`src/rtl/traceback_sequencer.sv`:
```
// Traceback-phase sequencer for the Needleman-Wunsch core: RAM read, trace enable, pair emit, step.
// Optional length watchdog is enabled by defining TRACEBACK_WATCHDOG_EN; otherwise err is tied low.
module traceback_sequencer #(
  parameter int N       = 128,
  parameter int BitAddr = $clog2(N + 1),
  parameter int RD_LAT  = 1
) (
  input  logic               clk,
  input  logic               rst,
  input  logic               start,
  input  logic               end_c,
  input  logic [2:0]         datoA,
  input  logic [2:0]         datoB,
  output logic               ram_rd_en,
  output logic               en_traceB,
  output logic               step_en,
  output logic               out_valid,
  input  logic               out_ready,
  output logic [2:0]         out_a,
  output logic [2:0]         out_b,
  output logic               busy,
  output logic               done,
  output logic [BitAddr+1:0] align_len,
  output logic               err
);

  localparam int              LenW     = BitAddr + 2;
  localparam logic [LenW-1:0] MaxLen   = LenW'(2 * N);
  localparam logic [2:0]      WaitLoad = 3'(RD_LAT);

  typedef enum logic [3:0] {
    S_IDLE = 4'd0,
    S_READ = 4'd1,
    S_WAIT = 4'd2,
    S_EXEC = 4'd3,
    S_CAP  = 4'd4,
    S_EMIT = 4'd5,
    S_ADV  = 4'd6,
    S_CHK  = 4'd7,
    S_FIN  = 4'd8
  } state_e;

  state_e          state_q, state_d;
  logic [2:0]      wait_q, wait_d;
  logic [2:0]      out_a_q, out_a_d;
  logic [2:0]      out_b_q, out_b_d;
  logic [LenW-1:0] len_q, len_d;
  logic            accept_s;
  logic            handshake_s;
  logic            wd_hit_s;

  assign accept_s    = (state_q == S_IDLE) && start;
  assign handshake_s = (state_q == S_EMIT) && out_ready;

`ifdef TRACEBACK_WATCHDOG_EN
  logic err_q, err_d;

  assign wd_hit_s = (state_q == S_CHK) && !end_c && (len_q == MaxLen);

  // Sticky watchdog flag: cleared only by reset or an accepted start.
  always_comb begin
    err_d = err_q;
    if (accept_s) begin
      err_d = 1'b0;
    end else if (wd_hit_s) begin
      err_d = 1'b1;
    end else begin
      err_d = err_q;
    end
  end

  always_ff @(posedge clk) begin
    if (rst) begin
      err_q <= 1'b0;
    end else begin
      err_q <= err_d;
    end
  end

  assign err = err_q;
`else
  assign wd_hit_s = 1'b0;
  assign err      = 1'b0;
`endif

  // State register.
  always_ff @(posedge clk) begin
    if (rst) begin
      state_q <= S_IDLE;
    end else begin
      state_q <= state_d;
    end
  end

  // Next-state logic; end_c matters only on an accepted start and in CHK.
  always_comb begin
    state_d = state_q;
    case (state_q)
      S_IDLE: begin
        if (start) begin
          state_d = end_c ? S_FIN : S_READ;
        end else begin
          state_d = S_IDLE;
        end
      end
      S_READ: state_d = S_WAIT;
      S_WAIT: begin
        if (wait_q == 3'd1) begin
          state_d = S_EXEC;
        end else begin
          state_d = S_WAIT;
        end
      end
      S_EXEC: state_d = S_CAP;
      S_CAP:  state_d = S_EMIT;
      S_EMIT: begin
        if (out_ready) begin
          state_d = S_ADV;
        end else begin
          state_d = S_EMIT;
        end
      end
      S_ADV:  state_d = S_CHK;
      S_CHK: begin
        if (end_c || wd_hit_s) begin
          state_d = S_FIN;
        end else begin
          state_d = S_READ;
        end
      end
      S_FIN:  state_d = S_IDLE;
      default: state_d = S_IDLE;
    endcase
  end

  // Datapath next-state: wait counter, captured pair, saturating length.
  always_comb begin
    wait_d  = wait_q;
    out_a_d = out_a_q;
    out_b_d = out_b_q;
    len_d   = len_q;

    if (state_q == S_READ) begin
      wait_d = WaitLoad;
    end else if (state_q == S_WAIT) begin
      wait_d = wait_q - 3'd1;
    end else begin
      wait_d = wait_q;
    end

    if (state_q == S_CAP) begin
      out_a_d = datoA;
      out_b_d = datoB;
    end else begin
      out_a_d = out_a_q;
      out_b_d = out_b_q;
    end

    if (accept_s) begin
      len_d = {LenW{1'b0}};
    end else if (handshake_s && (len_q != MaxLen)) begin
      len_d = len_q + LenW'(1);
    end else begin
      len_d = len_q;
    end
  end

  // Datapath registers.
  always_ff @(posedge clk) begin
    if (rst) begin
      wait_q  <= 3'd0;
      out_a_q <= 3'd0;
      out_b_q <= 3'd0;
      len_q   <= {LenW{1'b0}};
    end else begin
      wait_q  <= wait_d;
      out_a_q <= out_a_d;
      out_b_q <= out_b_d;
      len_q   <= len_d;
    end
  end

  // Control outputs decoded purely from the state register.
  always_comb begin
    ram_rd_en = 1'b0;
    en_traceB = 1'b0;
    step_en   = 1'b0;
    out_valid = 1'b0;
    done      = 1'b0;
    busy      = 1'b1;
    case (state_q)
      S_IDLE:  busy      = 1'b0;
      S_READ:  ram_rd_en = 1'b1;
      S_WAIT:  busy      = 1'b1;
      S_EXEC:  en_traceB = 1'b1;
      S_CAP:   busy      = 1'b1;
      S_EMIT:  out_valid = 1'b1;
      S_ADV:   step_en   = 1'b1;
      S_CHK:   busy      = 1'b1;
      S_FIN:   done      = 1'b1;
      default: busy      = 1'b0;
    endcase
  end

  assign out_a     = out_a_q;
  assign out_b     = out_b_q;
  assign align_len = len_q;

endmodule
```
`config.mk`:
```
export PLATFORM = sky130hd
export DESIGN_NAME = traceback_sequencer
export DESIGN_NICKNAME = d
export VERILOG_FILES = /design/src/rtl/traceback_sequencer.sv
export SDC_FILE = /design/constraint.sdc
export NUM_CORES = 1
export LEC_CHECK = 0
export CAP_MARGIN = 30
export CORE_MARGIN = 8
export CORE_UTILIZATION = 42
export CTS_CLUSTER_DIAMETER = 60
export DETAILED_ROUTE_END_ITERATION = 16
export PLACE_DENSITY = 0.75
export SLEW_MARGIN = 20
export SYNTH_ARGS = -nofsm -noshare
export SYNTH_HDL_FRONTEND = slang
export SYNTH_SLANG_ARGS = --single-unit
```
`constraint.sdc`:
```
create_clock -name clk -period 1.5 [get_ports clk]
set_clock_uncertainty 0.2 [all_clocks]
set_input_delay 0.3 -clock clk [delete_from_list [all_inputs] [get_ports clk]]
set_output_delay 0.3 -clock clk [all_outputs]
set_load 0.02 [all_outputs]
```
==> flow_summary_export.csv <==
group,metric,value,unit
worst_hold_path,hold_start,"wait_q[1]",
worst_setup_path,critPathSlowestCell,"dfxtp_4",
global_routing,use_met1,17.0,%
pwr,power.total,0.00115,W
timing,setup_slack,-238,ps
clock_tree,cts_root_buffer,"clkbuf_4",
synth,synth_top_family_by_area,"simple AND/OR/NAND/NOR gates",
place,place_area,1730,um2
synth,synth_fa_ha_area_share,4.26,%
clock_tree,clock-sinks,23,
pwr,power_density,601,nW/um2
clock_tree,cts_buffers,3,
worst_setup_path,start_kind,"register",
clock_tree,cts_max_path_buffers,2,
worst_setup_path,path_cells,"or2b_1, nor2_4, buf_6",
timing,rsz0062_at_grt,"yes",
worst_setup_path,r2r_start,"state_q[1]",
timing,slew_viol_final,0,
timing,timing.final.crit_share,116,%
synth,ys.warnings.count,0,
synth,synthSimpleGateAreaFrac,27.2,%
synth,syn_inst,136,
global_routing,grt_overflow,0,
synth,seq_area_frac_synth,39.2,%
worst_setup_path,critical_path_class,"register to output pin",
worst_setup_path,cp_slowest_stage_delay,420,ps
worst_setup_path,cp-end-kind,"output pin",
routing,drtIter0Drc,81,
synth,synth_compound_area_share,11.3,%
pwr,leakage,0.787,nW
routing,drc,0,
routing,drtAntennaViolNets,0,
clock_tree,cts_tree,"done",
routing,wl,3430,um
floorplanning,die_h,68.9,um
global_routing,grt-busiest-layer,"met2",
timing,setup_viol,24,
floorplanning,num_rows,19,
final_layout,syn2layout_area_growth,62.9,%
global_routing,grt_antenna_before_repair,0,
synth,synthTopCellsByArea,"dfxtp_1 39%, nor2_1 5.8%, xor2_1 5.2%, mux2i_1 5.1%, ha_1 4.3%",
clock_tree,clk_pin_slew,130,ps
timing,setup_tns,-3510,ps
clock_tree,clk_latency,310,ps
job,cap_violations,0,
final_layout,final_common_cell,"buf_4",
pwr,ir_worst_vdd,0.847,mV
synth,yosys.area.top_type_share,39.2,%
final_layout,drive_gt1_share,48.2,%
place,dpl.hpwl,2450,um
global_routing,grt_use_met3,5.49,%
place,gp_congestion,0.956,
worst_setup_path,worstPathRequired,1000,ps
routing,dr.pass1.iters,4,
timing,hold_violations,0,
final_layout,fillers,205,
global_routing,grt_start_max_net_pins,14,
final_layout,fin_area,1910,um2
routing,vias_per_cell,5.31,
global_routing,grt_pass1_wl,5550,um
global_routing,grt_usage,14.8,%
global_routing,use_met2,26.1,%
floorplanning,core,2710,um2
final_layout,num-nets-final,213,
synth,ys_ff_latch,23,
synth,synth.distinct_cells,38,
worst_hold_path,holdPathStages,2,
worst_setup_path,crit_path_start,"state_q[2]",
status,status,"finished, violations left",
timing,period_needed,1740,ps
floorplanning,die_w,68.9,um
global_routing,grt_pass1_vias,1274,
floorplanning,start_util,43.4,%
place,io_buffers,32,
timing,fmax,575,MHz
worst_setup_path,rr_worst_depth,5,
synth,synth_xor_area_share,6.71,%
synth,avgSynthCellArea,8.64,um2
routing,vias,1211,
worst_hold_path,hp-class,"register to register",
worst_setup_path,cp.arrival,1240,ps
status,failed_checks,"negative setup slack",
floorplanning,die_area,4750,um2
synth,synth_top_area_cell,"dfxtp_1",
final_layout,mostFrequentLayoutCells,"24 x buf_4, 15 x nor2_1, 14 x buf_6",
clock_tree,htreeDepth,1,
place,pre_cts_ws,-461,ps
floorplanning,num_io_pins,34,
final_layout,antennaDiodeCount,0,
worst_setup_path,worst-path-max-fanout,6,
routing,wire_per_inst,15.0,um
synth,syn_nets,151,
synth,synth.cell_area,1170,um2
synth,synthMuxAreaShare,5.11,%
flip-flops by register name, indices dropped and copies added (netlist names):
signal / count
out_a: 3
align_len: 10
wait_q: 3
out_b: 3
state_q: 4
timing repair:
| action | 4_1_cts | 5_1_grt |
|---|---|---|
| setup endpoints to repair | 39 | 38 |
| gates resized for setup | 100 | 32 |
| pin swaps | 7 | 12 |
| setup buffers | 4 | 3 |
| hold buffers | 0 | 0 |
| endpoints found under the hold margin | 0 | 0 |
layout make-up:
class	count	area (um2)	area share, %
sequential	23	488	25.5
multi-input combinational	98	771	40.3
timing repair buffer	65	563	29.4
inverter	7	26.3	1.37
clock buffer	3	22.5	1.18
clock inverter	1	5.00	0.261
tap	31	38.8	2.03
path summary, 6_finish.rpt:
path / end / slack, ps
worst max-delay path: step_en / -240
worst max register to register: align_len[9] / -230
worst min register to register: wait_q[1] / 270
worst min-delay path: wait_q[1] / 270
worst max-delay path, delay by kind of cell, from the launching register on:
family / cells / cell delay, ps
flip-flops: 1 / 420
AND/OR/NAND/NOR: 2 / 390
buffers and inverters: 1 / 120
stage by stage:
| stage | utilization, % | hold WS (ps) | instances |
|---|---|---|---|
| floorplan | - | 165 | 136 |
| global placement | 63.9 | 245 | 217 |
| detailed placement | 63.9 | 253 | 217 |
| CTS | 69.4 | 271 | 225 |
| global route | 70.6 | 308 | 228 |
| finish | 70.6 | 268 | 228 |
power breakdown:
group | switching, W | internal (W) | leakage (nW)
clock | 0.000188 | 0.0000996 | 0.0177
sequential | 0.0000164 | 0.000618 | 0.193
combinational | 0.000106 | 0.000124 | 0.576
total | 0.000310 | 0.000842 | 0.787
synth_stat cells (all sizes together):
| master | instances |
|---|---|
| a21oi | 6 |
| nand3 | 4 |
| or3b | 1 |
| buf | 7 |
| xor2 | 7 |
| o31a | 1 |
| conb | 1 |
| nand2 | 6 |
| nor3b | 1 |
| a22o | 1 |
| clkbuf | 1 |
| and3 | 2 |
| ha | 4 |
| o21a | 1 |
| a2bb2o | 1 |
| a221oi | 2 |
| o2bb2ai | 1 |
| nand4 | 5 |
| and2 | 3 |
| o21ai | 5 |
| or2b | 1 |
| dfxtp | 23 |
| inv | 7 |
| nor2b | 1 |
| a211oi | 1 |
| nor3 | 7 |
| nor4b | 1 |
| nor2 | 18 |
| nor4 | 2 |
| and4bb | 1 |
| nand2b | 1 |
| mux2i | 6 |
| or3 | 2 |
| xnor2 | 2 |
| and4 | 2 |
| a31o | 1 |
metal layers:
layer  vias to the layer above  routed length (um)
met5                         -                   0
met4                         0                  17
met3                         2                 246
met2                        40                1790
met1                       574                1370
li1                        595                   -
cell families after synthesis:
kind of cell             Yosys count
AO/OA/AOI/OAI                     20
XOR/XNOR                           9
multiplexers                       6
adder cells (fa/ha/maj)            4
flip-flops                        23
AND/OR/NAND/NOR                   58
buffers and inverters             15
other                              1
(Power assumes the default switching activity.)
